$ cat config.mk
export PLATFORM = sky130hd
export DESIGN_NAME = pzcorebus_request_arbiter
export DESIGN_NICKNAME = d
export VERILOG_FILES = /design/src/rtl/pzcorebus_arbiter_pkg.sv /design/src/rtl/pzcorebus_request_arbiter_order_fifo.sv /design/src/rtl/pzcorebus_request_arbiter.sv
export SDC_FILE = /design/constraint.sdc
export NUM_CORES = 1
export LEC_CHECK = 0
export BUFFER_PORTS_ARGS = -buffer_cell sky130_fd_sc_hd__buf_2
export CORE_AREA = 2 2 288 290
export DETAILED_ROUTE_END_ITERATION = 6
export DIE_AREA = 0 0 290 292
export GPL_TIMING_DRIVEN = 0
export SYNTH_ARGS = -nofsm -noshare
export SYNTH_HDL_FRONTEND = slang
export SYNTH_SLANG_ARGS = --single-unit
$ cat constraint.sdc
create_clock -name i_clk -period 5.2 [get_ports i_clk]
set_input_delay 0.78 -clock i_clk [delete_from_list [all_inputs] [get_ports i_clk]]
set_output_delay 0.78 -clock i_clk [all_outputs]
set_load 0.005 [all_outputs]
$ cat src/rtl/pzcorebus_arbiter_pkg.sv
// -----------------------------------------------------------------------------
// pzcorebus_arbiter_pkg
// Shared types and helpers for the pzcorebus request arbiter.
//   pzcorebus_arbiter_order_entry : one write-data ordering record
//                                   (requester index + burst length in beats)
//   calc_rr_grant(valid, pointer) : first set bit of valid at or after pointer,
//                                   wrapping at 15 back to 0
// Entry fields are sized for the largest supported configuration (16
// requesters, 16-bit burst length); users zero-extend into them and
// truncate back out.
// -----------------------------------------------------------------------------
package pzcorebus_arbiter_pkg;

    localparam int PZCOREBUS_ARBITER_MAX_N         = 16;
    localparam int PZCOREBUS_ARBITER_INDEX_WIDTH   = 4;
    localparam int PZCOREBUS_ARBITER_MAX_LEN_WIDTH = 16;

    typedef struct packed {
        logic [PZCOREBUS_ARBITER_INDEX_WIDTH-1:0]   index;
        logic [PZCOREBUS_ARBITER_MAX_LEN_WIDTH-1:0] burst_length;
    } pzcorebus_arbiter_order_entry;

    // The search always spans 16 slots. Requesters at or above N never
    // drive a valid bit, so wrapping at 15 gives the same winner as
    // wrapping at N-1. Slots are visited from furthest to nearest so that
    // the nearest valid slot is the one left in grant.
    function automatic logic [PZCOREBUS_ARBITER_INDEX_WIDTH-1:0] calc_rr_grant(
        input logic [PZCOREBUS_ARBITER_MAX_N-1:0]       valid,
        input logic [PZCOREBUS_ARBITER_INDEX_WIDTH-1:0] pointer
    );
        logic [PZCOREBUS_ARBITER_INDEX_WIDTH-1:0] grant;
        logic [PZCOREBUS_ARBITER_INDEX_WIDTH-1:0] slot;
        grant = pointer;
        for (int i = PZCOREBUS_ARBITER_MAX_N - 1; i >= 0; i--) begin
            slot = pointer + PZCOREBUS_ARBITER_INDEX_WIDTH'(i);
            if (valid[slot]) begin
                grant = slot;
            end
        end
        return grant;
    endfunction

endpackage

$ cat src/rtl/pzcorebus_request_arbiter_order_fifo.sv
// -----------------------------------------------------------------------------
// pzcorebus_request_arbiter_order_fifo
// Synchronous FIFO of write-data ordering records. The head is read
// combinationally, so an entry pushed in cycle t is visible from t+1.
// Ports:
//   i_clk, i_rst_n        clock, asynchronous active-low reset (-> empty)
//   i_push, i_push_entry  write one record (caller never pushes when full)
//   i_pop                 drop the head (caller never pops when empty)
//   o_full, o_empty       occupancy flags
//   o_head                oldest record
// -----------------------------------------------------------------------------
module pzcorebus_request_arbiter_order_fifo
    import pzcorebus_arbiter_pkg::*;
#(
    parameter int DEPTH = 4
) (
    input  logic                         i_clk,
    input  logic                         i_rst_n,
    input  logic                         i_push,
    input  pzcorebus_arbiter_order_entry i_push_entry,
    input  logic                         i_pop,
    output logic                         o_full,
    output logic                         o_empty,
    output pzcorebus_arbiter_order_entry o_head
);

    localparam int PTR_W = (DEPTH > 1) ? $clog2(DEPTH) : 1;
    localparam int CNT_W = $clog2(DEPTH + 1);

    pzcorebus_arbiter_order_entry mem [DEPTH];

    logic [PTR_W-1:0] wr_ptr_reg, wr_ptr_next;
    logic [PTR_W-1:0] rd_ptr_reg, rd_ptr_next;
    logic [CNT_W-1:0] count_reg, count_next;

    // Storage needs no reset: only the pointers define what is valid.
    always_ff @(posedge i_clk) begin
        if (i_push) begin
            mem[wr_ptr_reg] <= i_push_entry;
        end
    end

    always_comb begin
        wr_ptr_next = wr_ptr_reg;
        rd_ptr_next = rd_ptr_reg;
        count_next  = count_reg;
        if (i_push) begin
            wr_ptr_next = (wr_ptr_reg == PTR_W'(DEPTH - 1)) ? '0 : wr_ptr_reg + PTR_W'(1);
        end
        if (i_pop) begin
            rd_ptr_next = (rd_ptr_reg == PTR_W'(DEPTH - 1)) ? '0 : rd_ptr_reg + PTR_W'(1);
        end
        if (i_push && !i_pop) begin
            count_next = count_reg + CNT_W'(1);
        end else if (!i_push && i_pop) begin
            count_next = count_reg - CNT_W'(1);
        end
    end

    always_ff @(posedge i_clk or negedge i_rst_n) begin
        if (!i_rst_n) begin
            wr_ptr_reg <= '0;
            rd_ptr_reg <= '0;
            count_reg  <= '0;
        end else begin
            wr_ptr_reg <= wr_ptr_next;
            rd_ptr_reg <= rd_ptr_next;
            count_reg  <= count_next;
        end
    end

    assign o_full  = (count_reg == CNT_W'(DEPTH));
    assign o_empty = (count_reg == '0);
    assign o_head  = mem[rd_ptr_reg];

endmodule

$ cat src/rtl/pzcorebus_request_arbiter.sv
// -----------------------------------------------------------------------------
// pzcorebus_request_arbiter
// Shares one pzcorebus request channel between N requesters. Commands are
// arbitrated round-robin with zero latency; a granted command that is not
// accepted locks the grant until acceptance. Each accepted write command
// records {requester, burst length} in an order FIFO, and write data is
// forwarded only from the FIFO head, so bursts never interleave and follow
// command-grant order.
// Ports:
//   i_clk, i_rst_n                      clock, asynchronous active-low reset
//   i_mcmd_valid/o_scmd_accept/i_mcmd   per-requester command handshake
//   i_mcmd_with_data, i_mburst_length   write flag and burst length (beats)
//   i_mdata_valid/o_sdata_accept/i_mdata/i_mdata_last  per-requester data
//   o_mcmd_valid/i_scmd_accept/o_mcmd/o_mcmd_source    downstream command
//   o_mdata_valid/i_sdata_accept/o_mdata/o_mdata_last  downstream data
//   o_length_error                      sticky burst length mismatch
// Build option:
//   PZCOREBUS_REQUEST_ARBITER_LENGTH_CHECK_EN - generate the downstream last
//   flag from the recorded burst length and flag requesters whose last flag
//   disagrees. Undefined: the requester's last flag is passed through and
//   o_length_error is 0.
// -----------------------------------------------------------------------------
module pzcorebus_request_arbiter
    import pzcorebus_arbiter_pkg::*;
#(
    parameter int N          = 4,
    parameter int CMD_WIDTH  = 64,
    parameter int DATA_WIDTH = 72,
    parameter int LEN_WIDTH  = 8,
    parameter int DEPTH      = 4
) (
    input  logic                    i_clk,
    input  logic                    i_rst_n,
    input  logic [N-1:0]            i_mcmd_valid,
    output logic [N-1:0]            o_scmd_accept,
    input  logic [N*CMD_WIDTH-1:0]  i_mcmd,
    input  logic [N-1:0]            i_mcmd_with_data,
    input  logic [N*LEN_WIDTH-1:0]  i_mburst_length,
    input  logic [N-1:0]            i_mdata_valid,
    output logic [N-1:0]            o_sdata_accept,
    input  logic [N*DATA_WIDTH-1:0] i_mdata,
    input  logic [N-1:0]            i_mdata_last,
    output logic                    o_mcmd_valid,
    input  logic                    i_scmd_accept,
    output logic [CMD_WIDTH-1:0]    o_mcmd,
    output logic [$clog2(N)-1:0]    o_mcmd_source,
    output logic                    o_mdata_valid,
    input  logic                    i_sdata_accept,
    output logic [DATA_WIDTH-1:0]   o_mdata,
    output logic                    o_mdata_last,
    output logic                    o_length_error
);

    localparam int IDX_W = $clog2(N);

    logic [N-1:0]                         eligible;
    logic [PZCOREBUS_ARBITER_INDEX_WIDTH-1:0] rr_grant;
    logic [IDX_W-1:0]                     grant;
    logic                                 cmd_valid;
    logic                                 cmd_ack;
    logic                                 push;
    logic                                 lock_reg, lock_next;
    logic [IDX_W-1:0]                     lock_index_reg, lock_index_next;
    logic [IDX_W-1:0]                     ptr_reg, ptr_next;

    pzcorebus_arbiter_order_entry         push_entry;
    pzcorebus_arbiter_order_entry         head_entry;
    logic                                 fifo_full;
    logic                                 fifo_empty;
    logic [IDX_W-1:0]                     head_index;
    logic [LEN_WIDTH-1:0]                 head_length;
    logic                                 data_valid;
    logic                                 data_last;
    logic                                 beat_ack;
    logic                                 pop;
    logic [LEN_WIDTH-1:0]                 beat_count_reg, beat_count_next;

    // ---------------------------------------------------------------- command
    for (genvar gi = 0; gi < N; gi++) begin : g_lane
        // A full order FIFO only holds back writes; reads still pass.
        assign eligible[gi]       = i_mcmd_valid[gi] && !(i_mcmd_with_data[gi] && fifo_full);
        assign o_scmd_accept[gi]  = cmd_ack && (grant == IDX_W'(gi));
        assign o_sdata_accept[gi] = !fifo_empty && i_sdata_accept && (head_index == IDX_W'(gi));
    end

    assign rr_grant = calc_rr_grant(PZCOREBUS_ARBITER_MAX_N'(eligible),
                                    PZCOREBUS_ARBITER_INDEX_WIDTH'(ptr_reg));

    // A locked grant ignores the FIFO state: a write only gets locked after
    // winning with room available, and the FIFO cannot fill while it waits.
    // Reset forces the command side idle even if requesters keep valid high.
    assign grant     = lock_reg ? lock_index_reg : IDX_W'(rr_grant);
    assign cmd_valid = i_rst_n && (lock_reg ? i_mcmd_valid[lock_index_reg] : |eligible);
    assign cmd_ack   = cmd_valid && i_scmd_accept;
    assign push      = cmd_ack && i_mcmd_with_data[grant];

    assign o_mcmd_valid  = cmd_valid;
    assign o_mcmd_source = cmd_valid ? grant : '0;
    assign o_mcmd        = cmd_valid ? i_mcmd[grant*CMD_WIDTH +: CMD_WIDTH] : '0;

    always_comb begin
        lock_next       = cmd_valid && !i_scmd_accept;
        lock_index_next = grant;
        ptr_next        = ptr_reg;
        if (cmd_ack) begin
            ptr_next = (grant == IDX_W'(N - 1)) ? '0 : grant + IDX_W'(1);
        end
    end

    // ------------------------------------------------------------ order FIFO
    always_comb begin
        push_entry              = '0;
        push_entry.index        = PZCOREBUS_ARBITER_INDEX_WIDTH'(grant);
        push_entry.burst_length = PZCOREBUS_ARBITER_MAX_LEN_WIDTH'(i_mburst_length[grant*LEN_WIDTH +: LEN_WIDTH]);
    end

    pzcorebus_request_arbiter_order_fifo #(
        .DEPTH (DEPTH)
    ) u_order_fifo (
        .i_clk        (i_clk),
        .i_rst_n      (i_rst_n),
        .i_push       (push),
        .i_push_entry (push_entry),
        .i_pop        (pop),
        .o_full       (fifo_full),
        .o_empty      (fifo_empty),
        .o_head       (head_entry)
    );

    assign head_index  = IDX_W'(head_entry.index);
    assign head_length = LEN_WIDTH'(head_entry.burst_length);

    // ------------------------------------------------------------------ data
    assign data_valid    = !fifo_empty && i_mdata_valid[head_index];
    assign beat_ack      = data_valid && i_sdata_accept;
    assign pop           = beat_ack && data_last;
    assign o_mdata_valid = data_valid;
    assign o_mdata       = fifo_empty ? '0 : i_mdata[head_index*DATA_WIDTH +: DATA_WIDTH];
    assign o_mdata_last  = !fifo_empty && data_last;

    always_comb begin
        beat_count_next = beat_count_reg;
        if (pop) begin
            beat_count_next = '0;
        end else if (beat_ack) begin
            beat_count_next = beat_count_reg + LEN_WIDTH'(1);
        end
    end

`ifdef PZCOREBUS_REQUEST_ARBITER_LENGTH_CHECK_EN
    logic calc_last;
    logic length_error_reg;

    assign calc_last = (({1'b0, beat_count_reg} + {{LEN_WIDTH{1'b0}}, 1'b1}) == {1'b0, head_length});
    assign data_last = calc_last;

    always_ff @(posedge i_clk or negedge i_rst_n) begin
        if (!i_rst_n) begin
            length_error_reg <= 1'b0;
        end else if (beat_ack && (i_mdata_last[head_index] != calc_last)) begin
            length_error_reg <= 1'b1;
        end
    end

    assign o_length_error = length_error_reg;
`else
    // The recorded length is only consumed by the length checker.
    logic unused_head_length;

    assign unused_head_length = ^head_length;
    assign data_last          = i_mdata_last[head_index];
    assign o_length_error     = 1'b0;
`endif

    // ------------------------------------------------------------- registers
    always_ff @(posedge i_clk or negedge i_rst_n) begin
        if (!i_rst_n) begin
            lock_reg       <= 1'b0;
            lock_index_reg <= '0;
            ptr_reg        <= '0;
            beat_count_reg <= '0;
        end else begin
            lock_reg       <= lock_next;
            lock_index_reg <= lock_index_next;
            ptr_reg        <= ptr_next;
            beat_count_reg <= beat_count_next;
        end
    end

endmodule

== Word level (Yosys, flattened, before mapping) ==
Memories as Yosys holds them, arrays and structs flattened.
Index checks and enable logic that the tools add are counted.
Operators by class
  $add $sub $neg: 20
  $mul: 1
  magnitude comparators: 19
  eq/ne operators: 9
  shift operators: 3
  muxes and demuxes: 68
  reductions and logical operators: 40
Operator list (count)
  $shiftx 288x10->72: 1
  $shiftx 256x9->64: 1
  $mux 72: 1
  $mux 64: 1
  $bmux 1 s4: 15
  $lt 4x5->1 const B: 12
  $mux 2: 21
  $shiftx 32x6->8: 1
  $logic_and 1x1->1: 27
  $mux 1: 23
  $add 2x3->4 const B: 4
  $add 2x4->4 const B: 4
  $lt 3x5->1 const B: 3
  $eq 2x2->1 const B: 6
  $bmux 1 s2: 5
  $lt 2x3->1 const B: 3
  $add 3x3->4 const B: 2
  $logic_not 1->1: 8
  $add 2x1->2 const B: 3
  $add 2x2->3 const B: 2
  $mul 2x4->6 const B: 1
  $mux 3: 2
  $lt 2x5->1 const B: 1
  $add 3x1->4 const B: 1
  10 further kinds: 12
Word-level totals
  bits in registers: 12
  RAM bits: 40
  input port bits: 596
  output and inout bits: 150
  memories: 1
Memory list
  u_order_fifo.mem: words 4, width 10, read ports 1, clocked after Yosys merged registers in 0, write ports 1, line pzcorebus_request_arbiter_order_fifo.sv:30  | pzcorebus_arbiter_order_entry mem [DEPTH];

== Logic depth before layout (Yosys ltp) ==
Gate-level depths: netlist of the first run.
  word-level depth: 30
  depth in mapped cells: 20
  gate-level depth less buffers: 17

== Cells and area by module ==
From an unflattened synthesis of the first run, not the netlist that was laid out.
Unflattened totals
  cells, all modules: 873
  area, all modules: 9003.6 µm²
Modules (own cells, without submodules)
  pzcorebus_request_arbiter: instances 1, cells each 732, area each 5699.2 µm², sequential area each 125.1 µm²
  pzcorebus_request_arbiter_order_fifo: instances 1, cells each 141, area each 3304.4 µm², sequential area each 2577.5 µm²

== Worst setup path after synthesis of the first run ==
Ideal clock, no wire load.
  path kind: reg2out
  start point: reg ptr_reg[1]
  end point: out o_mcmd[55]
  arrival: 3.028 ns
  required time: 4.420 ns
  slack: 1.392 ns
  stages on the path, launching flop included: 14
  path buffers: 4
  cell sequence: dfrtp_1 > clkbuf_1 > inv_1 > ha_1 > buf_2 > nor3b_1 > nand3b_1 > a221o_1 > o211ai_1 > a221o_1 > buf_6 > buf_6 > mux4_2 > and2_1
On the way
  longest elaborated chain between the ends: 22
  elaborated cells between the ends (all ways): 66
  classes of those cells: add/sub: 15; shift: 1; mux: 50
Ends and longest elaborated chain
  start, declared: line pzcorebus_request_arbiter.sv:64  | logic [IDX_W-1:0] ptr_reg, ptr_next;
  start signal, assigned: line pzcorebus_request_arbiter.sv:185  | ptr_reg <= ptr_next;
  $add 3x1->4: line pzcorebus_arbiter_pkg.sv:35  | slot = pointer + PZCOREBUS_ARBITER_INDEX_WIDTH'(i);
  $bmux 1 s4: line pzcorebus_arbiter_pkg.sv:36  | if (valid[slot]) begin
  $mux 1 (implied by the code): line pzcorebus_arbiter_pkg.sv:36
  $mux 2 (15 in series): line pzcorebus_arbiter_pkg.sv:36
  $mux 2 (*): line pzcorebus_arbiter_pkg.sv:36
  $mux 2 (*): line pzcorebus_request_arbiter.sv:92  | assign grant = lock_reg ? lock_index_reg : IDX_W'(rr_grant);
  via grant[0]: line pzcorebus_request_arbiter.sv:58  | logic [IDX_W-1:0] grant;
  $shiftx 256x9->64 (*): line pzcorebus_request_arbiter.sv:99  | assign o_mcmd = cmd_valid ? i_mcmd[grant*CMD_WIDTH +: CMD_WIDTH] : '0;
  $mux 64 (*): line pzcorebus_request_arbiter.sv:99
  end, declared: line pzcorebus_request_arbiter.sv:45  | output logic [CMD_WIDTH-1:0] o_mcmd,
Mark *: on every way through the listed nets, which the timed path passes. The rest lies on a longest branch. The select of a mux whose other input is x is not followed.

== Final worst setup path of the first run ==
  start point: reg ptr_reg[0]
  end point: out o_mcmd[56]
Same word-level chain as after synthesis.

==> metrics.txt, run 1 <==
# TYPE chip_impl_metric gauge
chip_impl_metric{name="setup_viol",unit=""} 0
chip_impl_metric{name="clock_latency",unit="ns"} 0.25
chip_impl_metric{name="wl_per_cell",unit="um"} 23.5
chip_impl_metric{name="place.gp.congestion",unit=""} 0.979
chip_impl_info{name="synthFlopType",value="sky130_fd_sc_hd__dfrtp_1"} 1
chip_impl_metric{name="dr.first_iter.drc_count",unit=""} 393
chip_impl_metric{name="routed_via_density",unit=""} 3.49
chip_impl_metric{name="detailedPlace.worstSlack",unit="ns"} 0.200
chip_impl_metric{name="floorplan.io_pins",unit=""} 746
chip_impl_metric{name="timing.setup.tns",unit="ns"} 0
chip_impl_metric{name="yosys_register_bits",unit=""} 20
chip_impl_metric{name="finalMaxSlewViolations",unit=""} 0
chip_impl_metric{name="totalPowerFinal",unit="mW"} 6.37
chip_impl_info{name="leading_post_synthesis_cells_by_cell_area",value="sky130_fd_sc_hd__mux4_2 55%, sky130_fd_sc_hd__and2_1 15%, sky130_fd_sc_hd__dfrtp_1 5.2%"} 1
chip_impl_info{name="critical_path.endpoint_type",value="output pin"} 1
chip_impl_metric{name="antenna_found_initial",unit=""} 32
chip_impl_metric{name="final_util",unit="%"} 13.2
chip_impl_metric{name="die-area",unit="um2"} 84700
chip_impl_metric{name="synth_seq_area_share",unit="%"} 9.43
chip_impl_metric{name="worst_slew_pin_slew",unit="ns"} 0.941
chip_impl_metric{name="critical_path_required",unit="ns"} 4.42
chip_impl_metric{name="crit_fanout",unit=""} 16
chip_impl_metric{name="synth_fp_nets",unit=""} 1080
chip_impl_info{name="worst-setup-path-type",value="register to output pin"} 1
chip_impl_metric{name="number_of_buffers_inserted_by_post_cts_setup_repair",unit=""} 0
chip_impl_metric{name="chipWidth",unit="um"} 290
chip_impl_metric{name="via_count",unit=""} 7923
chip_impl_metric{name="worst_supply_voltage_drop_on_vdd",unit="uV"} 338
chip_impl_metric{name="synth_enable_flop_cells",unit=""} 8
chip_impl_metric{name="grt_max_degree",unit=""} 17
chip_impl_metric{name="synth-adder-area-share",unit="%"} 2.97
chip_impl_info{name="synth_top_family_by_area",value="multiplexers"} 1
chip_impl_metric{name="global_route.overflow_total",unit=""} 0
chip_impl_metric{name="layout_min_cycle_time",unit="ns"} 4.95
chip_impl_metric{name="reg2reg_depth",unit=""} 17
chip_impl_metric{name="placement.io_buffers",unit=""} 712
chip_impl_metric{name="timing.max_cap.violations",unit=""} 0
chip_impl_metric{name="post_synth_and_or_nand_nor_area_fraction",unit="%"} 21.7
chip_impl_metric{name="fillers",unit=""} 9334
chip_impl_metric{name="cts_made_buffers",unit=""} 3
chip_impl_metric{name="initial_core_util",unit="%"} 7.02
chip_impl_metric{name="drt_drc_violations_left",unit=""} 0
chip_impl_metric{name="fin_ws",unit="ns"} 0.254
chip_impl_metric{name="worst-endpoint-arrival",unit="ns"} 4.17
chip_impl_metric{name="dp.cells",unit=""} 2254
chip_impl_metric{name="multiInputGateArea",unit="um2"} 4900
chip_impl_metric{name="synthesis.area",unit="um2"} 5730
chip_impl_info{name="status",value="finished, final reports clean"} 1
chip_impl_metric{name="maxClockFrequency",unit="MHz"} 202
chip_impl_metric{name="yosys-mux-area-fraction",unit="%"} 56.4
chip_impl_metric{name="net_switching_share_of_the_total_power",unit="%"} 51.5
chip_impl_metric{name="clock_power_share",unit="%"} 3.3
chip_impl_metric{name="finalNonFillerCells",unit=""} 2273
chip_impl_info{name="largest_area_contributor_in_the_netlist",value="sky130_fd_sc_hd__mux4_2"} 1
chip_impl_metric{name="cts_hold_buf",unit=""} 0
chip_impl_metric{name="path_clk_slew",unit="ns"} 0.06
chip_impl_metric{name="ys_warn_count",unit=""} 0
chip_impl_metric{name="timing.max_slew.rel_slack",unit="%"} 37.3
chip_impl_metric{name="clockBufferDepth",unit=""} 2
chip_impl_metric{name="asyncSetResetFlopFracSynth",unit="%"} 60.0
chip_impl_metric{name="sequentialPowerShare",unit="%"} 4.8
chip_impl_metric{name="route.final.wire_length",unit="um"} 53400
chip_impl_metric{name="htreeDepth",unit=""} 1
chip_impl_metric{name="total_switching_power",unit="mW"} 3.28
chip_impl_metric{name="track_usage",unit="%"} 11.9
chip_impl_metric{name="clock-sinks",unit=""} 20
chip_impl_metric{name="fin_skew",unit="ns"} 0.00142
chip_impl_metric{name="avgSynthCellArea",unit="um2"} 12.2
chip_impl_metric{name="drtPass1Iterations",unit=""} 4
chip_impl_info{name="grt_setup_unrepaired",value="no"} 1
chip_impl_info{name="hold_class",value="input port to asynchronous set/reset pin"} 1
chip_impl_metric{name="synthXorXnorAreaFrac",unit="%"} 0.459
chip_impl_metric{name="yosysUniqueCellTypes",unit=""} 53
chip_impl_metric{name="global_route_wire_length_before_repair",unit="um"} 68600
chip_impl_metric{name="synth_compound_area_share",unit="%"} 3.67
chip_impl_info{name="clock-root-buffer",value="sky130_fd_sc_hd__clkbuf_16"} 1
chip_impl_metric{name="largest_register_ffs",unit=""} 8
chip_impl_metric{name="finalNetCount",unit=""} 1797
chip_impl_metric{name="syn_to_final_growth",unit="%"} 88.5
chip_impl_metric{name="finalHoldViolCount",unit=""} 0
chip_impl_metric{name="synth_top_area_share",unit="%"} 55.4
chip_impl_metric{name="pwr-share-comb",unit="%"} 91.9
chip_impl_metric{name="post_synth_inst_count",unit=""} 471
chip_impl_metric{name="floorplan.rows",unit=""} 105
chip_impl_metric{name="post_route_cells_drive_above_1_share",unit="%"} 75.1
chip_impl_info{name="tritoncts",value="built"} 1
chip_impl_metric{name="die_h",unit="um"} 292
chip_impl_metric{name="dp_hpwl",unit="um"} 49100
chip_impl_metric{name="p_int",unit="mW"} 3.09
chip_impl_metric{name="design.core.area",unit="um2"} 81600
chip_impl_metric{name="grt_pass1_vias",unit=""} 8214
chip_impl_metric{name="cellPowerDensity",unit="nW/um2"} 590
chip_impl_metric{name="postRouteAntennaNets",unit=""} 0
chip_impl_metric{name="area.sequential",unit="um2"} 541
chip_impl_metric{name="static-leakage-power",unit="nW"} 4.98
chip_impl_info{name="cp-start-kind",value="register"} 1
chip_impl_metric{name="layout_worst_path_cycle_share",unit="%"} 95.1
-- kinds of logic (layout without fill, tap and decap cells) --
family | count (synthesis) | count (layout)
AND/OR/NAND/NOR | 199 | 199
other | 1 | 17
adder cells (fa/ha/maj) | 13 | 13
flip-flops | 20 | 20
buffers and inverters | 63 | 779
XOR/XNOR | 3 | 3
AO/OA/AOI/OAI | 26 | 26
multiplexers | 146 | 146
-- synth_stat cells (all sizes together) (2+ instances only) --
library cell,instances
a221o,2
a22oi,2
and2,141
and3,13
and4bb,2
buf,30
clkbuf,21
dfrtp,12
edfxtp,8
ha,12
inv,12
mux2,5
mux4,141
nand2,6
nand3,7
nand4,2
nand4bb,3
nor2,6
nor2b,4
nor3,6
nor3b,3
o211ai,3
o21ai,5
or2,2
xor2,2
-- final timing paths --
| path | startpoint | to | slack (ns) |
|---|---|---|---|
| setup / recovery | ptr_reg[0]$_DFFE_PN0P_ | o_mcmd[56] | 0.25 |
| hold / removal | i_rst_n | u_order_fifo.rd_ptr_reg[1]$_DFFE_PN0P_ | 0.42 |
| setup reg to reg | ptr_reg[0]$_DFFE_PN0P_ | u_order_fifo.count_reg[1]$_DFFE_PN0P_ | 0.89 |
| hold reg to reg | u_order_fifo.wr_ptr_reg[1]$_DFFE_PN0P_ | u_order_fifo.wr_ptr_reg[1]$_DFFE_PN0P_ | 0.57 |
| max in group asynchronous | i_rst_n | lock_index_reg[1]$_DFF_PN0_ | 4.52 |
| min in group i_clk | u_order_fifo.wr_ptr_reg[1]$_DFFE_PN0P_ | u_order_fifo.wr_ptr_reg[1]$_DFFE_PN0P_ | 0.57 |
-- stage by stage --
step | instance area, um2 | hold WS, ns
2_1_floorplan | 5730 | 0.484
3_5_place_dp | 10700 | 0.557
4_1_cts | 10800 | 0.434
5_1_grt | 10800 | 0.445
3_3_place_gp | 10600 | 0.541
6_report | 10800 | 0.423
-- layer usage --
| layer | vias to the layer above | routed length (um) | global-route usage [%] |
|---|---|---|---|
| met5 | - | 50 | 0 |
| met4 | 8 | 3050 | 6.10 |
| met3 | 103 | 4260 | 3.08 |
| met2 | 658 | 27500 | 22.1 |
| met1 | 3798 | 18600 | 12.4 |
| li1 | 3356 | - | - |
-- what timing repair did --
action	CTS	global route
endpoints found under the setup margin	8	43
gates resized for setup	2	1
pin swaps	0	0
-- power groups by stage --
stage / Clock [mW] / Sequential (mW) / Combinational (mW)
floorplan: 0 / 0.284 / 3.27
global placement: 0 / 0.297 / 6.10
detailed placement: 0 / 0.301 / 6.11
CTS: 0.215 / 0.298 / 6.14
global route: 0.223 / 0.316 / 6.38
finish: 0.211 / 0.305 / 5.86
-- critical path, cell delays in order (launching register included) --
cell                       delay (ns)
sky130_fd_sc_hd__dfrtp_1         0.34
sky130_fd_sc_hd__buf_2           0.21
sky130_fd_sc_hd__inv_1           0.17
sky130_fd_sc_hd__ha_1            0.31
sky130_fd_sc_hd__buf_2           0.17
sky130_fd_sc_hd__nor3b_1         0.16
sky130_fd_sc_hd__nand3b_1        0.17
sky130_fd_sc_hd__a221o_1         0.36
sky130_fd_sc_hd__o211ai_1        0.12
sky130_fd_sc_hd__a221o_2         0.30
sky130_fd_sc_hd__buf_6           0.24
sky130_fd_sc_hd__buf_6           0.28
sky130_fd_sc_hd__mux4_2          0.65
sky130_fd_sc_hd__and2_1          0.20
sky130_fd_sc_hd__buf_2           0.17
-- area by class of cell --
cell class	count	area share, %
Antenna cell	16	0.371
Buffer	50	2.39
Clock buffer	3	0.695
Clock inverter	1	0.278
Inverter	12	0.417
Multi-Input combinational cell	388	45.3
Sequential cell	20	5.00
Tap cell	1070	12.4
Timing Repair Buffer	713	33.1
-- layout by cell type, fill, tap and decap left out, types with 3 or more instances in the layout --
| cell type | count |
|---|---|
| sky130_fd_sc_hd__nor3_1 | 6 |
| sky130_fd_sc_hd__and3_1 | 13 |
| sky130_fd_sc_hd__buf_6 | 4 |
| sky130_fd_sc_hd__diode_2 | 16 |
| sky130_fd_sc_hd__nor2_1 | 6 |
| sky130_fd_sc_hd__o21ai_0 | 5 |
| sky130_fd_sc_hd__buf_2 | 726 |
| sky130_fd_sc_hd__nand3_1 | 7 |
| sky130_fd_sc_hd__ha_1 | 12 |
| sky130_fd_sc_hd__nor2b_1 | 4 |
| sky130_fd_sc_hd__mux2_2 | 3 |
| sky130_fd_sc_hd__clkbuf_1 | 20 |
| sky130_fd_sc_hd__edfxtp_1 | 8 |
| sky130_fd_sc_hd__clkbuf_16 | 3 |
| sky130_fd_sc_hd__dfrtp_1 | 12 |
| sky130_fd_sc_hd__inv_1 | 12 |
| sky130_fd_sc_hd__nand2_1 | 6 |
| sky130_fd_sc_hd__and2_1 | 141 |
| sky130_fd_sc_hd__buf_1 | 6 |
| sky130_fd_sc_hd__nor3b_1 | 3 |
| sky130_fd_sc_hd__mux4_2 | 141 |
| sky130_fd_sc_hd__buf_4 | 6 |
Note: power is estimated with default switching activity, not from simulation.
==> run 2: changes to the inputs <==
- ABC_AREA: default -> 1
- CELL_PAD_IN_SITES_DETAIL_PLACEMENT: default -> 0
- CELL_PAD_IN_SITES_GLOBAL_PLACEMENT: default -> 1
- CORE_AREA: 2 2 288 290 -> 2 2 291 293
- DIE_AREA: 0 0 290 292 -> 0 0 293 295
- PLACE_DENSITY_LB_ADDON: default -> 0.1
==> run 2 against run 1 <==
  * Clock power shrank 23%
  * Total power increased by 11%
  * Die area rose by 2.1%
  * Sequential share of layout area increased by 0.13 points
  * Area after synthesis shrank 4.7%
  * Setup slack gained 0.88 ns
  * Critical endpoint is now o_mdata[30]
  * Largest power group unchanged
  * Highest routed layer unchanged
==> metrics.txt, run 2 <==
# TYPE chip_impl_metric gauge
chip_impl_metric{name="track_usage",unit="%"} 12.4
chip_impl_metric{name="placement.io_buffers",unit=""} 712
chip_impl_metric{name="initial_core_util",unit="%"} 6.57
chip_impl_metric{name="fin_ws",unit="ns"} 1.14
chip_impl_metric{name="post_synth_inst_count",unit=""} 963
chip_impl_metric{name="post_route_cells_drive_above_1_share",unit="%"} 46.9
chip_impl_metric{name="global_route_wire_length_before_repair",unit="um"} 77100
chip_impl_info{name="largest_area_contributor_in_the_netlist",value="sky130_fd_sc_hd__nand2_1"} 1
chip_impl_metric{name="stdcell_area",unit="um2"} 10500
chip_impl_metric{name="yosysUniqueCellTypes",unit=""} 34
chip_impl_metric{name="dp_hpwl",unit="um"} 50200
chip_impl_metric{name="cellPowerDensity",unit="nW/um2"} 669
chip_impl_metric{name="post_cts_resized",unit=""} 0
chip_impl_metric{name="die_h",unit="um"} 295
chip_impl_metric{name="largest_register_ffs",unit=""} 8
chip_impl_metric{name="via_count",unit=""} 10100
chip_impl_metric{name="die-area",unit="um2"} 86400
chip_impl_metric{name="worst-endpoint-arrival",unit="ns"} 3.28
chip_impl_metric{name="floorplan.rows",unit=""} 106
chip_impl_metric{name="path_clk_slew",unit="ns"} 0.06
chip_impl_info{name="leading_post_synthesis_cells_by_cell_area",value="sky130_fd_sc_hd__nand2_1 21%, sky130_fd_sc_hd__a22oi_1 20%, sky130_fd_sc_hd__nand3_1 14%"} 1
chip_impl_info{name="layout.cells.most_common_list",value="741 x sky130_fd_sc_hd__buf_2, 305 x sky130_fd_sc_hd__nand2_1, 151 x sky130_fd_sc_hd__nand3_1"} 1
chip_impl_metric{name="timing.setup.tns",unit="ns"} 0
chip_impl_metric{name="postPlaceCellArea",unit="um2"} 10400
chip_impl_metric{name="finalNetCount",unit=""} 2289
chip_impl_metric{name="wl_per_cell",unit="um"} 20.5
chip_impl_metric{name="static-leakage-power",unit="nW"} 5.53
chip_impl_metric{name="fin_skew",unit="ns"} 0.00278
chip_impl_info{name="status",value="finished, final reports clean"} 1
chip_impl_metric{name="antenna_found_initial",unit=""} 56
chip_impl_metric{name="crit_fanout",unit=""} 10
chip_impl_metric{name="dr.first_iter.drc_count",unit=""} 301
chip_impl_info{name="grt_setup_unrepaired",value="no"} 1
chip_impl_metric{name="clock_latency",unit="ns"} 0.26
chip_impl_metric{name="ys_warn_count",unit=""} 0
chip_impl_metric{name="finalMaxSlewViolations",unit=""} 0
chip_impl_metric{name="asyncSetResetFlopFracSynth",unit="%"} 60.0
chip_impl_metric{name="timing.critical_path.slowest_cell_delay",unit="ns"} 0.67
chip_impl_metric{name="yosys_register_bits",unit=""} 20
chip_impl_info{name="critical_path.endpoint_type",value="output pin"} 1
chip_impl_metric{name="timing.max_slew.rel_slack",unit="%"} 48.6
chip_impl_metric{name="critical_path_required",unit="ns"} 4.42
chip_impl_metric{name="avgSynthCellArea",unit="um2"} 5.67
chip_impl_metric{name="detailedPlace.worstSlack",unit="ns"} 1.20
chip_impl_metric{name="clock-sinks",unit=""} 20
chip_impl_metric{name="postRouteAntennaNets",unit=""} 0
chip_impl_info{name="hold_class",value="input port to asynchronous set/reset pin"} 1
chip_impl_info{name="post_synth_most_frequent_cells",value="305 x sky130_fd_sc_hd__nand2_1, 151 x sky130_fd_sc_hd__nand3_1, 146 x sky130_fd_sc_hd__a22oi_1"} 1
chip_impl_metric{name="setup_viol",unit=""} 0
chip_impl_metric{name="syn_to_final_growth",unit="%"} 92.6
chip_impl_metric{name="synth_top_area_share",unit="%"} 21.0
chip_impl_metric{name="route.final.wire_length",unit="um"} 57200
chip_impl_metric{name="layout_worst_path_cycle_share",unit="%"} 78.1
chip_impl_metric{name="number_of_buffers_inserted_by_post_cts_setup_repair",unit=""} 0
chip_impl_metric{name="maxClockFrequency",unit="MHz"} 246
chip_impl_metric{name="totalPowerFinal",unit="mW"} 7.04
chip_impl_metric{name="fillers",unit=""} 9881
chip_impl_metric{name="drtPass1Iterations",unit=""} 4
chip_impl_metric{name="grt_pass1_vias",unit=""} 10500
chip_impl_metric{name="layout_min_cycle_time",unit="ns"} 4.06
chip_impl_info{name="worst-setup-path-type",value="register to output pin"} 1
chip_impl_info{name="tritoncts",value="built"} 1
chip_impl_metric{name="global_route.overflow_total",unit=""} 0
chip_impl_metric{name="synth_fp_nets",unit=""} 1572
chip_impl_metric{name="clockBufferDepth",unit=""} 2
chip_impl_metric{name="synthesis.area",unit="um2"} 5460
chip_impl_metric{name="cts_hold_buf",unit=""} 0
chip_impl_info{name="synthFlopType",value="sky130_fd_sc_hd__dfrtp_1"} 1
chip_impl_info{name="cp-start-kind",value="register"} 1
chip_impl_info{name="clock-root-buffer",value="sky130_fd_sc_hd__clkbuf_16"} 1
chip_impl_info{name="synthMostInstantiatedCell",value="sky130_fd_sc_hd__nand2_1"} 1
chip_impl_metric{name="final_util",unit="%"} 12.7
chip_impl_metric{name="htreeDepth",unit=""} 1
chip_impl_metric{name="finalHoldViolCount",unit=""} 0
chip_impl_info{name="commonest_non_fill_non_tap_cell_in_the_layout",value="sky130_fd_sc_hd__buf_2"} 1
chip_impl_metric{name="cts_made_buffers",unit=""} 3
chip_impl_metric{name="place.gp.congestion",unit=""} 0.795
chip_impl_metric{name="design.core.area",unit="um2"} 83200
chip_impl_info{name="crit_path_cell_trace",value="o21ai_0 > nand2_1 > nor2_2 > clkbuf_1 > a22oi_1 > a21oi_1 > buf_2"} 1
chip_impl_metric{name="worst_slew_pin_slew",unit="ns"} 0.771
chip_impl_metric{name="chipWidth",unit="um"} 293
chip_impl_metric{name="timing.max_cap.violations",unit=""} 0
chip_impl_metric{name="grt_max_degree",unit=""} 17
chip_impl_metric{name="worst_supply_voltage_drop_on_vdd",unit="uV"} 229
chip_impl_metric{name="synth_enable_flop_cells",unit=""} 8
chip_impl_metric{name="routed_via_density",unit=""} 3.62
chip_impl_metric{name="floorplan.io_pins",unit=""} 746
chip_impl_info{name="slowest_stage",value="sky130_fd_sc_hd__nor2_2"} 1
chip_impl_metric{name="synth_seq_area_share",unit="%"} 9.89
chip_impl_metric{name="drt_drc_violations_left",unit=""} 0
-- run 2: cell count changes after synthesis, sizes merged, moves of 51 or more --
cell	previous run	this run
mux4	141	0
a22oi	2	146
nand2	6	310
and3	13	64
nand3	7	157
and2	141	0
a21oi	1	80
-- run 2: area by class of cell --
cell class                      count  area (um2)  share of cell area [%]
Inverter                           34         128                    1.21
Buffer                             88         472                    4.48
Clock buffer                        4        78.8                   0.749
Tap cell                         1080        1350                    12.8
Multi-Input combinational cell    821        4320                    41.1
Timing Repair Buffer              712        3560                    33.9
Sequential cell                    20         541                    5.14
Antenna cell                       27        67.6                   0.642
-- run 2: per-stage QoR --
step / cells / hold slack (ns)
after CTS: 2759 / 0.431
after detailed placement: 2755 / 0.524
after floorplan: 963 / 0.484
final: 2786 / 0.415
after global placement: 2755 / 0.534
after global routing: 2769 / 0.447
-- run 2: cells by family (layout without fill, tap and decap cells) --
kind of cell               count (synthesis)  count (layout)  synth area share, %
and+or+nand+nor                          568             568                 46.8
AOI/OAI and AO/OA                        235             235                 28.4
buffers and inverters                    122             838                 11.0
DFF                                       20              20                 9.89
adders and majority gates                 13              13                 3.11
xor gates and xnor gates                   3               3                0.481
other                                      1              28               0.0686
muxes                                      1               1                0.206
-- run 2: power by group --
group          total (mW)  switching [mW]  internal, mW
combinational        6.58            4.24          2.34
clock               0.162          0.0575         0.104
sequential          0.304          0.0676         0.236
total                7.04            4.36          2.68
-- run 2: worst paths after layout --
path,from,to,slack (ns),cells after the start
min,i_rst_n,u_order_fifo.count_reg[0]$_DFFE_PN0P_,0.42,1
max reg2reg,u_order_fifo.rd_ptr_reg[0]$_DFFE_PN0P_,u_order_fifo.count_reg[1]$_DFFE_PN0P_,1.65,10
min in group i_clk,u_order_fifo.wr_ptr_reg[1]$_DFFE_PN0P_,u_order_fifo.wr_ptr_reg[1]$_DFFE_PN0P_,0.53,2
max,u_order_fifo.rd_ptr_reg[0]$_DFFE_PN0P_,o_mdata[30],1.14,7
min reg2reg,u_order_fifo.wr_ptr_reg[1]$_DFFE_PN0P_,u_order_fifo.wr_ptr_reg[1]$_DFFE_PN0P_,0.53,2
max in group asynchronous,i_rst_n,u_order_fifo.count_reg[2]$_DFFE_PN0P_,4.54,1
-- run 2: routing by layer --
| layer | vias up | GRT usage [%] | share of wire, % |
|---|---|---|---|
| met1 | 4510 | 10.8 | 32 |
| met4 | 52 | 5.30 | 4.3 |
| met3 | 126 | 5.62 | 10 |
| met5 | - | 0 | 0.52 |
| li1 | 4880 | - | - |
| met2 | 508 | 24.4 | 53 |
-- run 2: worst max-delay path: cells and delay by family, from the launching register on --
| kind | cells | cell delay, ns |
|---|---|---|
| simple gates | 2 | 0.92 |
| compound gates | 3 | 0.88 |
| buf+inv | 2 | 0.74 |
| flops | 1 | 0.47 |
==> run 3: changes to the inputs <==
- clock period: 5.2 -> 3.9 ns (I/O delays scaled with it)
==> run 3 against run 2 <==
  * Hold slack got worse by 0.20 ns
  * Cell area rose by 0.24%
  * Non-clock buffer count did not move
  * Clock power rose by 33%
  * Global-route usage did not move
  * Clock-buffer cell count did not move
  * Highest routed layer unchanged
==> metrics.txt, run 3 (synthesized netlist as in run 2, its figures left out) <==
# TYPE chip_impl_metric gauge
chip_impl_info{name="status",value="finished, final reports clean"} 1
chip_impl_metric{name="critical_path_required",unit="ns"} 3.31
chip_impl_metric{name="detailedPlace.worstSlack",unit="ns"} 0.184
chip_impl_metric{name="routed_via_density",unit=""} 3.61
chip_impl_metric{name="dr.first_iter.drc_count",unit=""} 299
chip_impl_info{name="commonest_non_fill_non_tap_cell_in_the_layout",value="sky130_fd_sc_hd__buf_2"} 1
chip_impl_metric{name="layout_min_cycle_time",unit="ns"} 3.65
chip_impl_metric{name="maxClockFrequency",unit="MHz"} 274
chip_impl_metric{name="die_h",unit="um"} 295
chip_impl_info{name="worst-setup-path-type",value="register to output pin"} 1
chip_impl_metric{name="die-area",unit="um2"} 86400
chip_impl_metric{name="postRouteAntennaNets",unit=""} 0
chip_impl_metric{name="finalHoldViolCount",unit=""} 0
chip_impl_metric{name="grt_pass1_vias",unit=""} 10500
chip_impl_metric{name="fin_ws",unit="ns"} 0.251
chip_impl_metric{name="final_util",unit="%"} 12.7
chip_impl_info{name="crit-reg2reg-capture",value="u_order_fifo.count_reg[2]$_DFFE_PN0P_"} 1
chip_impl_metric{name="design.core.area",unit="um2"} 83200
chip_impl_metric{name="dp.cells",unit=""} 2755
chip_impl_metric{name="drt_drc_violations_left",unit=""} 0
chip_impl_metric{name="crit_fanout",unit=""} 10
chip_impl_metric{name="worst_supply_voltage_drop_on_vdd",unit="uV"} 306
chip_impl_info{name="critical_path.endpoint_type",value="output pin"} 1
chip_impl_metric{name="layout_worst_path_cycle_share",unit="%"} 93.6
chip_impl_metric{name="worst_slew_pin_slew",unit="ns"} 0.741
chip_impl_info{name="top_usage_layer",value="met2"} 1
chip_impl_metric{name="global_route.overflow_total",unit=""} 0
chip_impl_metric{name="grt_use_met3",unit="%"} 5.62
chip_impl_metric{name="htreeDepth",unit=""} 1
chip_impl_info{name="hold_class",value="input port to asynchronous set/reset pin"} 1
chip_impl_metric{name="cts_hold_buf",unit=""} 0
chip_impl_metric{name="stdcell_area",unit="um2"} 10500
chip_impl_metric{name="chipWidth",unit="um"} 293
chip_impl_metric{name="finalNonFillerCells",unit=""} 2786
chip_impl_metric{name="path_clk_slew",unit="ns"} 0.06
chip_impl_metric{name="reg2reg_setup_slack",unit="ns"} 0.41
chip_impl_metric{name="reg2reg_depth",unit=""} 21
chip_impl_metric{name="antenna_found_initial",unit=""} 56
chip_impl_metric{name="postPlaceCellArea",unit="um2"} 10400
chip_impl_metric{name="post_route_cells_drive_above_1_share",unit="%"} 47.0
chip_impl_metric{name="grt_util_met1",unit="%"} 10.8
chip_impl_info{name="critical_path.reg2reg.startpoint",value="ptr_reg[0]$_DFFE_PN0P_"} 1
chip_impl_metric{name="timing.setup.tns",unit="ns"} 0
chip_impl_metric{name="grt_max_degree",unit=""} 17
chip_impl_metric{name="wl_per_cell",unit="um"} 20.5
chip_impl_metric{name="dp_hpwl",unit="um"} 50200
chip_impl_metric{name="clock_latency",unit="ns"} 0.26
chip_impl_metric{name="clock-sinks",unit=""} 20
chip_impl_metric{name="finalMaxSlewViolations",unit=""} 0
chip_impl_metric{name="fillers",unit=""} 9876
chip_impl_metric{name="floorplan.io_pins",unit=""} 746
chip_impl_metric{name="drtPass1Iterations",unit=""} 4
chip_impl_metric{name="clockBufferDepth",unit=""} 2
chip_impl_metric{name="number_of_buffers_inserted_by_post_cts_setup_repair",unit=""} 0
chip_impl_metric{name="placement.io_buffers",unit=""} 712
chip_impl_metric{name="syn_to_final_growth",unit="%"} 93.1
chip_impl_info{name="tritoncts",value="built"} 1
chip_impl_metric{name="cellPowerDensity",unit="nW/um2"} 894
chip_impl_metric{name="track_usage",unit="%"} 12.4
chip_impl_info{name="layout.cells.most_common_list",value="738 x sky130_fd_sc_hd__buf_2, 305 x sky130_fd_sc_hd__nand2_1, 151 x sky130_fd_sc_hd__nand3_1"} 1
chip_impl_metric{name="route.final.wire_length",unit="um"} 57200
chip_impl_metric{name="timing.max_slew.rel_slack",unit="%"} 50.6
chip_impl_metric{name="worst-endpoint-arrival",unit="ns"} 3.06
chip_impl_metric{name="floorplan.rows",unit=""} 106
chip_impl_metric{name="largest_register_ffs",unit=""} 8
chip_impl_metric{name="global_route_wire_length_before_repair",unit="um"} 77100
chip_impl_metric{name="setup_viol",unit=""} 0
chip_impl_metric{name="place.gp.congestion",unit=""} 0.795
chip_impl_metric{name="finalNetCount",unit=""} 2289
chip_impl_metric{name="static-leakage-power",unit="nW"} 5.53
chip_impl_info{name="cp-start-kind",value="register"} 1
chip_impl_metric{name="fin_skew",unit="ns"} 0.00292
chip_impl_metric{name="cts_made_buffers",unit=""} 3
chip_impl_metric{name="groute.layer.met2.usage",unit="%"} 24.4
chip_impl_metric{name="initial_core_util",unit="%"} 6.57
chip_impl_info{name="clock-root-buffer",value="sky130_fd_sc_hd__clkbuf_16"} 1
chip_impl_info{name="grt_setup_unrepaired",value="no"} 1
chip_impl_metric{name="timing.max_cap.violations",unit=""} 0
chip_impl_metric{name="via_count",unit=""} 10100
-- run 3: power by group --
part           switching, mW  internal [mW]  total, mW
sequential            0.0901          0.314      0.404
clock                 0.0765          0.139      0.216
combinational           5.66           3.15       8.81
-- run 3: layout make-up --
| type | instances | area [um2] | share of cell area, % |
|---|---|---|---|
| tap | 1080 | 1350 | 12.8 |
| multi-input combinational | 821 | 4330 | 41.0 |
| buffer | 88 | 492 | 4.66 |
| clock buffer | 4 | 78.8 | 0.747 |
| timing repair buffer | 712 | 3560 | 33.8 |
| inverter | 34 | 128 | 1.21 |
| sequential | 20 | 541 | 5.12 |
| antenna | 27 | 67.6 | 0.640 |
-- run 3: through the flow --
step	power [mW]	hold WS [ns]
finish	9.43	0.220
global route	10.5	0.252
global placement	9.69	0.522
detailed placement	9.57	0.514
CTS	9.84	0.236
floorplan	5.14	0.289
-- run 3: how the worst max path moves through the flow --
stage	from	end	slack, ns	cells past startpoint
detailed placement	u_order_fifo.rd_ptr_reg[0]$_DFFE_PN0P_	o_mdata[52]	0.18	7
global placement	u_order_fifo.rd_ptr_reg[0]$_DFFE_PN0P_	u_order_fifo.count_reg[1]$_DFFE_PN0P_	0.22	10
global route	ptr_reg[0]$_DFFE_PN0P_	u_order_fifo.count_reg[2]$_DFFE_PN0P_	0.003	22
CTS	ptr_reg[0]$_DFFE_PN0P_	o_mcmd[60]	0.02	15
finish	u_order_fifo.rd_ptr_reg[0]$_DFFE_PN0P_	o_mdata[30]	0.25	9
floorplan	ptr_reg[0]$_DFFE_PN0P_	u_order_fifo.count_reg[2]$_DFFE_PN0P_	0.95	21
-- run 3: what timing repair did --
item                                    in CTS  in global routing
resized for setup                            1                  9
gates cloned                                 0                  0
endpoints found under the setup margin       5                 15
hold endpoints to repair                     0                  0
-- run 3: routing by layer --
layer	vias to the layer above	share of wire, %
li1	4876	-
met1	4504	32
met2	508	53
met3	122	10
met4	52	4.2
met5	-	0.53
-- run 3: worst max-delay path, cell delays in order, from the launching register on --
cell                       delay (ns)
sky130_fd_sc_hd__dfrtp_1         0.47
sky130_fd_sc_hd__a21oi_1         0.15
sky130_fd_sc_hd__o21ai_0         0.11
sky130_fd_sc_hd__nand2_1         0.31
sky130_fd_sc_hd__nand2_1         0.18
sky130_fd_sc_hd__inv_2           0.28
sky130_fd_sc_hd__clkbuf_1        0.46
sky130_fd_sc_hd__a22oi_1         0.17
sky130_fd_sc_hd__a21oi_1         0.45
sky130_fd_sc_hd__buf_2           0.21
